--- config.mk ---
export PLATFORM = sky130hd
export DESIGN_NAME = wb_arbiter
export DESIGN_NICKNAME = d
export VERILOG_FILES = /design/src/rtl/wb_arbiter_pkg.sv /design/src/rtl/wb_rr_picker.sv /design/src/rtl/wb_arbiter.sv
export SDC_FILE = /design/constraint.sdc
export NUM_CORES = 1
export LEC_CHECK = 0
export CAP_MARGIN = 20
export CORE_UTILIZATION = 22
export CTS_CLUSTER_DIAMETER = 50
export DETAILED_ROUTE_END_ITERATION = 10
export PLACE_DENSITY = 0.88
export SKIP_LAST_GASP = 1
export SLEW_MARGIN = 5
export SYNTH_ARGS = -nofsm -noshare
export SYNTH_HDL_FRONTEND = slang
export SYNTH_SLANG_ARGS = --single-unit
--- constraint.sdc ---
create_clock -name clk_i -period 1 [get_ports clk_i]
set_input_delay 0.15 -clock clk_i [delete_from_list [all_inputs] [get_ports clk_i]]
set_output_delay 0.15 -clock clk_i [all_outputs]
set_load 0.05 [all_outputs]
--- src/rtl/wb_arbiter_pkg.sv ---
// Shared definitions for the Wishbone round-robin arbiter: bus widths and FSM state encoding.
package wb_arbiter_pkg;

    localparam int ADR_WIDTH = 32;
    localparam int DAT_WIDTH = 32;
    localparam int SEL_WIDTH = 4;

    typedef enum logic {
        ARB_IDLE  = 1'b0,
        ARB_GRANT = 1'b1
    } arb_state_t;

    // Width of a master index; a single-master build still needs one bit
    function automatic int idx_width(input int num_masters);
        return (num_masters > 1) ? $clog2(num_masters) : 1;
    endfunction

endpackage

--- src/rtl/wb_rr_picker.sv ---
// Combinational round-robin selector: finds the first requester strictly after
// the last-granted pointer, wrapping around, and returns it one-hot and as an index.
module wb_rr_picker #(
    parameter int NUM_MASTERS = 2,
    parameter int IDX_WIDTH   = 1
) (
    input  logic [NUM_MASTERS-1:0] req,
    input  logic [IDX_WIDTH-1:0]   ptr,
    output logic [NUM_MASTERS-1:0] pick,
    output logic [IDX_WIDTH-1:0]   pick_idx,
    output logic                   valid
);

    logic [IDX_WIDTH-1:0] cand;

    // Walk the candidates from ptr+1 upward; the first active request wins
    always_comb begin
        pick     = '0;
        pick_idx = '0;
        valid    = 1'b0;
        cand     = '0;
        for (int k = 1; k <= NUM_MASTERS; k++) begin
            cand = IDX_WIDTH'((int'(ptr) + k) % NUM_MASTERS);
            if (!valid && req[cand]) begin
                valid       = 1'b1;
                pick[cand]  = 1'b1;
                pick_idx    = cand;
            end
        end
    end

endmodule

--- src/rtl/wb_arbiter.sv ---
// Round-robin Wishbone bus arbiter. Grants whole CYC-held bus cycles to one of
// NUM_MASTERS masters, muxes the winner onto the shared bus and routes ACK/ERR back.
// Optional feature: define WB_ARB_TIMEOUT_EN to abort strobes the slave leaves
// unanswered for TIMEOUT_CYCLES cycles with a one-cycle ERR to the granted master.
module wb_arbiter
    import wb_arbiter_pkg::*;
#(
    parameter int NUM_MASTERS    = 2,
    parameter int TIMEOUT_CYCLES = 255
) (
    input  logic                             clk_i,
    input  logic                             rst_i,
    input  logic [NUM_MASTERS-1:0]           m_cyc_i,
    input  logic [NUM_MASTERS-1:0]           m_stb_i,
    input  logic [NUM_MASTERS-1:0]           m_we_i,
    input  logic [NUM_MASTERS*ADR_WIDTH-1:0] m_adr_i,
    input  logic [NUM_MASTERS*DAT_WIDTH-1:0] m_dat_i,
    input  logic [NUM_MASTERS*SEL_WIDTH-1:0] m_sel_i,
    output logic [NUM_MASTERS-1:0]           m_ack_o,
    output logic [NUM_MASTERS-1:0]           m_err_o,
    output logic                             s_cyc_o,
    output logic                             s_stb_o,
    output logic                             s_we_o,
    output logic [ADR_WIDTH-1:0]             s_adr_o,
    output logic [DAT_WIDTH-1:0]             s_dat_o,
    output logic [SEL_WIDTH-1:0]             s_sel_o,
    input  logic                             s_ack_i,
    input  logic                             s_err_i,
    output logic [NUM_MASTERS-1:0]           gnt_o
);

    localparam int IDX_WIDTH = idx_width(NUM_MASTERS);

    arb_state_t             state;
    logic [IDX_WIDTH-1:0]   last_ptr;
    logic [IDX_WIDTH-1:0]   gnt_idx;
    logic [NUM_MASTERS-1:0] pick;
    logic [IDX_WIDTH-1:0]   pick_idx;
    logic                   pick_valid;
    logic                   stb_raw;
    logic                   timeout_hit;

    wb_rr_picker #(
        .NUM_MASTERS (NUM_MASTERS),
        .IDX_WIDTH   (IDX_WIDTH)
    ) u_picker (
        .req      (m_cyc_i),
        .ptr      (last_ptr),
        .pick     (pick),
        .pick_idx (pick_idx),
        .valid    (pick_valid)
    );

    // Arbitration FSM: pick a winner in IDLE, hold the grant until its CYC drops
    always_ff @(posedge clk_i) begin
        if (rst_i) begin
            state    <= ARB_IDLE;
            gnt_o    <= '0;
            gnt_idx  <= '0;
            last_ptr <= IDX_WIDTH'(NUM_MASTERS - 1);
        end else begin
            case (state)
                ARB_IDLE: begin
                    if (pick_valid) begin
                        gnt_o   <= pick;
                        gnt_idx <= pick_idx;
                        state   <= ARB_GRANT;
                    end
                end
                ARB_GRANT: begin
                    if (!m_cyc_i[gnt_idx]) begin
                        last_ptr <= gnt_idx;
                        gnt_o    <= '0;
                        state    <= ARB_IDLE;
                    end
                end
                default: begin
                    state <= ARB_IDLE;
                    gnt_o <= '0;
                end
            endcase
        end
    end

    // Steer the granted master onto the bus; the bus is left at zero while idle
    always_comb begin
        s_cyc_o = 1'b0;
        stb_raw = 1'b0;
        s_we_o  = 1'b0;
        s_adr_o = '0;
        s_dat_o = '0;
        s_sel_o = '0;
        if (state == ARB_GRANT) begin
            s_cyc_o = m_cyc_i[gnt_idx] & gnt_o[gnt_idx];
            stb_raw = m_stb_i[gnt_idx];
            s_we_o  = m_we_i[gnt_idx];
            s_adr_o = m_adr_i[int'(gnt_idx)*ADR_WIDTH +: ADR_WIDTH];
            s_dat_o = m_dat_i[int'(gnt_idx)*DAT_WIDTH +: DAT_WIDTH];
            s_sel_o = m_sel_i[int'(gnt_idx)*SEL_WIDTH +: SEL_WIDTH];
        end
    end

`ifdef WB_ARB_TIMEOUT_EN
    localparam int CNT_WIDTH = $clog2(TIMEOUT_CYCLES + 1);

    logic [CNT_WIDTH-1:0] stall_cnt;
    logic                 stalled;

    assign stalled     = (state == ARB_GRANT) && stb_raw && !s_ack_i && !s_err_i;
    assign timeout_hit = stalled && (stall_cnt == CNT_WIDTH'(TIMEOUT_CYCLES - 1));

    // Count unanswered strobe cycles; any response, the end of the grant or a timeout restarts it
    always_ff @(posedge clk_i) begin
        if (rst_i || state != ARB_GRANT || s_ack_i || s_err_i || timeout_hit) begin
            stall_cnt <= '0;
        end else if (stalled) begin
            stall_cnt <= stall_cnt + 1'b1;
        end
    end
`else
    assign timeout_hit = 1'b0;
`endif

    assign s_stb_o = stb_raw & ~timeout_hit;
    assign m_ack_o = {NUM_MASTERS{s_ack_i}} & gnt_o;
    assign m_err_o = ({NUM_MASTERS{s_err_i}} | {NUM_MASTERS{timeout_hit}}) & gnt_o;

endmodule
==> flow_metrics.env, run 1 <==
export IMPL_postCtsHoldBufs=0
export IMPL_rows=30
export IMPL_dieWidth_um=86.5
export IMPL_htree_levels=1
export IMPL_ys_warnings_count=0
export IMPL_grt_start_max_net_pins=29
export IMPL_mappedNetlistArea_um2=1570
export IMPL_ys_ff_latch=5
export IMPL_syn_nets=338
export IMPL_synth_top_cell_area_share_pct=44.6
export IMPL_synth_seq_area_share_pct=6.37
export IMPL_io_buffers=222
export IMPL_avgSynthCellArea_um2=8.18
export IMPL_clock_sinks=5
export IMPL_routabilityCongestion=0.741
export IMPL_cts_root_buf="clkbuf_8"
export IMPL_error="[ERROR DPL-0033] detailed placement checks failed during check placement."
export IMPL_place_hpwl_mm=7.46
export IMPL_placedInstanceArea_um2=5250
export IMPL_failing_step="global routing (5_1_grt)"
export IMPL_status="aborted with a tool error"
export IMPL_synth_cell_types=21
export IMPL_worstEpCategory="output port"
export IMPL_worst_endpoint="s_dat_o[17]"
export IMPL_yosys_area_top_type="mux2i_1"
export IMPL_initial_core_util_pct=23.0
export IMPL_cts_buffers=3
export IMPL_cts_max_path_buffers=2
export IMPL_ios=223
export IMPL_synthCells=192
export IMPL_antenna_found_initial=0
export IMPL_die_h_um=86.5
export IMPL_synth_area_leaders="mux2i_1, nor2b_1, buf_12"
==> cells by family after synthesis <==
| group | after synthesis | synth area share, % |
|---|---|---|
| flops | 5 | 6.37 |
| compound gates | 11 | 4.06 |
| mux | 71 | 45.3 |
| buf+inv | 19 | 10.8 |
| simple gates | 86 | 33.4 |
==> Yosys cell counts (all sizes together) <==
| master | instances |
|---|---|
| a21o | 1 |
| a21oi | 5 |
| a31oi | 1 |
| and2 | 5 |
| buf | 11 |
| clkbuf | 6 |
| dfxtp | 5 |
| inv | 2 |
| mux2 | 1 |
| mux2i | 70 |
| nand2 | 3 |
| nand2b | 1 |
| nand3 | 3 |
| nand3b | 2 |
| nor2 | 1 |
| nor2b | 70 |
| nor3 | 1 |
| o21ai | 2 |
| o21bai | 2 |
==> per-stage QoR <==
| step | setup WS [ns] | std cells | hold WS [ns] | TNS, ns |
|---|---|---|---|---|
| after CTS | -0.580 | 517 | 0.555 | -40.00 |
| after floorplan | -0.287 | 192 | 0.209 | -16.89 |
| after global placement | -0.338 | 505 | 0.503 | -21.17 |
| after detailed placement | -0.357 | 505 | 0.508 | -23.17 |
==> what timing repair did <==
action / in CTS
cloned: 2
buffers inserted: 6
endpoints found under the setup margin: 80
pin swaps: 3
gates resized for setup: 83
==> run 2, diff against run 1 <==
Settings changed: CORE_AREA set to 2 2 88 90, CORE_UTILIZATION 22 to unset, CTS_CLUSTER_DIAMETER 50 to unset, DIE_AREA set to 0 0 90 92, PLACE_DENSITY 0.88 to unset, PLACE_DENSITY_LB_ADDON set to 0.15.
Clock period 1 ns to 1.3 ns, I/O delays scaled along.
==> flow_metrics.env, run 2 <==
export IMPL_status="finished, violations left"
export IMPL_violations="setup timing"
export IMPL_maxCapViolations=0
export IMPL_timing_final_ws_setup_ns=-0.344
export IMPL_clock_sinks=5
export IMPL_synthTopCellsByCount="mux2i_1, nor2b_1, clkbuf_1"
export IMPL_hp_class="flop to flop"
export IMPL_clkLatencyLatePin_ns=0.23
export IMPL_reg2reg_slack_ns=-0.01
export IMPL_fp_coreArea_um2=7450
export IMPL_drive_above_1_share_pct=51.6
export IMPL_async_flop_share_pct=0
export IMPL_slew_limit_headroom_pct=82.0
export IMPL_synthCells=192
export IMPL_largest_reg_flops=2
export IMPL_die_h_um=92
export IMPL_cp_buffers_inverters=2
export IMPL_maxSlewViolCount=0
export IMPL_timing_fmax_ghz=0.608
export IMPL_synth_seq_area_share_pct=6.37
export IMPL_cts_max_path_buffers=2
export IMPL_synth_main_ff_cell="dfxtp_1"
export IMPL_hold_viol_final=0
export IMPL_placed_cells=506
export IMPL_cp_max_fo=29
export IMPL_postCtsHoldBufs=0
export IMPL_rsz0062_at_grt="true"
export IMPL_cts_clk_slew_worst_paths_ns=0.04
export IMPL_drt_total_wl_mm=8.72
export IMPL_drt_first_pass_iters=3
export IMPL_cts_buffers=3
export IMPL_wl_per_cell_um=17.0
export IMPL_antenna_left=0
export IMPL_cts_root_buf="clkbuf_8"
export IMPL_whs_endpoint="gnt_o[0]$_SDFFE_PP0P_"
export IMPL_worst_ir_drop_vdd_uv=413
export IMPL_ys_ff_latch=5
export IMPL_crit_path_end_kind="primary output"
export IMPL_period_needed_ns=1.64
export IMPL_drc_errors=0
export IMPL_placedInstanceArea_um2=5080
export IMPL_vias_per_cell=4.44
export IMPL_power_density_nw_per_um2=591
export IMPL_totalPowerFinal_w=0.00327
export IMPL_grt_pass1_wl_mm=13.2
export IMPL_crit_chain="buf_12, mux2i_2, nor2b_4, buf_12"
export IMPL_leakagePower_nw=2.07
export IMPL_avgSynthCellArea_um2=8.18
export IMPL_r2r_cells=4
export IMPL_hold_start="gnt_o[0]$_SDFFE_PP0P_"
export IMPL_top_register="gnt_o"
export IMPL_r2r_start="gnt_idx$_SDFFE_PP0P_"
export IMPL_antenna_found_initial=0
export IMPL_grt_start_max_net_pins=45
export IMPL_synth_top_cell_area_share_pct=44.6
export IMPL_cpPeakStageDelay_ns=0.39
export IMPL_stdcell_area_um2=5540
export IMPL_layout_common_cells="clkdlybuf4s50_1, buf_12, nor2b_4"
export IMPL_rows=32
export IMPL_die_area_um2=8280
export IMPL_drt_iter0_markers=40
export IMPL_critPathKind="flop to primary output"
export IMPL_dieWidth_um=90
export IMPL_final_common_cell="clkdlybuf4s50_1"
export IMPL_routabilityCongestion=0.725
export IMPL_grt_overflow_total=0
export IMPL_stdcell_count=513
export IMPL_holdPathStages=2
export IMPL_ys_warnings_count=0
export IMPL_antennaDiodeCount=0
export IMPL_ios=223
export IMPL_skew_ns=0.00426
export IMPL_period_share_pct=126
export IMPL_grt_pass1_vias=2456
export IMPL_setup_viol=72
export IMPL_cp_slowest_cell="dfxtp_4"
export IMPL_syn2layout_area_growth_pct=252
export IMPL_worst_path_most_repeated_cell="buf_12"
export IMPL_place_hpwl_mm=6.51
export IMPL_cp_arrival_ns=1.45
export IMPL_initial_core_util_pct=21.1
export IMPL_worstReg2RegEnd="gnt_o[1]$_SDFFE_PP0P_"
export IMPL_synth_cell_types=21
export IMPL_io_buffers=222
export IMPL_required_ns=1.11
export IMPL_syn_nets=338
export IMPL_synth_area_leaders="mux2i_1, nor2b_1, buf_12"
export IMPL_dp_worst_setup_slack_ns=-0.107
export IMPL_cts_tree="yes"
export IMPL_cp_start_kind="flop"
export IMPL_yosys_area_top_type="mux2i_1"
export IMPL_worst_pin_slew_ns=0.262
export IMPL_htree_levels=1
export IMPL_grtUsageTotal_pct=20.0
export IMPL_synth_edf_count=0
export IMPL_final_nets=558
export IMPL_mappedNetlistArea_um2=1570
export IMPL_num_vias=2280
export IMPL_path_delay_family="flip-flops"
## run 2: logic make-up (layout without fill, tap and decap cells)
family / count (synthesis) / in the layout / share of synthesized area, %
and+or+nand+nor: 86 / 86 / 33.4
buffers and inverters: 19 / 238 / 10.8
AOI/OAI and AO/OA: 11 / 11 / 4.06
muxes: 71 / 71 / 45.3
DFF: 5 / 5 / 6.37
## run 2: worst max path at each step
stage                                    start     endpoint  slack [ns]  depth (start not counted)
after floorplan               state$_SDFF_PP0_  s_adr_o[27]       -0.10                          3
after global placement    gnt_idx$_SDFFE_PP0P_  s_dat_o[17]       -0.06                          4
after detailed placement  gnt_idx$_SDFFE_PP0P_  s_dat_o[25]       -0.11                          4
after CTS                 gnt_idx$_SDFFE_PP0P_  s_dat_o[25]       -0.31                          4
after global routing      gnt_idx$_SDFFE_PP0P_  s_adr_o[17]       -0.38                          4
final                     gnt_idx$_SDFFE_PP0P_  s_adr_o[17]       -0.34                          4
## run 2: stage by stage
step                hold WS, ns  TNS (ns)  util, %
finish                    0.537    -20.89     74.3
global route              0.582    -24.38     74.3
CTS                       0.526    -19.95     73.4
detailed placement        0.519     -2.62     68.2
global placement          0.512     -1.87     68.2
floorplan                 0.257     -2.28        -
## run 2: layout make-up
class	instances	area (µm²)
Sequential cell	5	108
Multi-Input combinational cell	168	2110
Inverter	2	7.51
Fill cell	478	1910
Clock buffer	4	45.0
Tap cell	102	128
Timing Repair Buffer	232	3140
## run 2: report_power, final
part           internal (W)  switching (W)  total [W]
combinational       0.00154        0.00125    0.00278
sequential         0.000170      0.0000237   0.000194
clock              0.000211      0.0000803   0.000291
total               0.00192        0.00135    0.00327
## run 2: layer usage
layer | global-route usage [%] | routed length [µm] | up-vias
met4 | 5.38 | 215 | 0
li1 | - | - | 1089
met1 | 19.2 | 2840 | 1052
met2 | 42.6 | 5090 | 122
met3 | 3.62 | 565 | 17
met5 | 0 | 0 | -
## run 2: worst min-delay path, stage by stage, from the launching register on
cell,delay (ns)
dfxtp_2,0.35
nand3_1,0.08
a21oi_1,0.06
## run 2: timing repair
action	in CTS	in global routing
endpoints found under the setup margin	71	73
setup buffers	1	0
gates cloned	2	0
resized for setup	56	15
(Power assumes the default switching activity.)
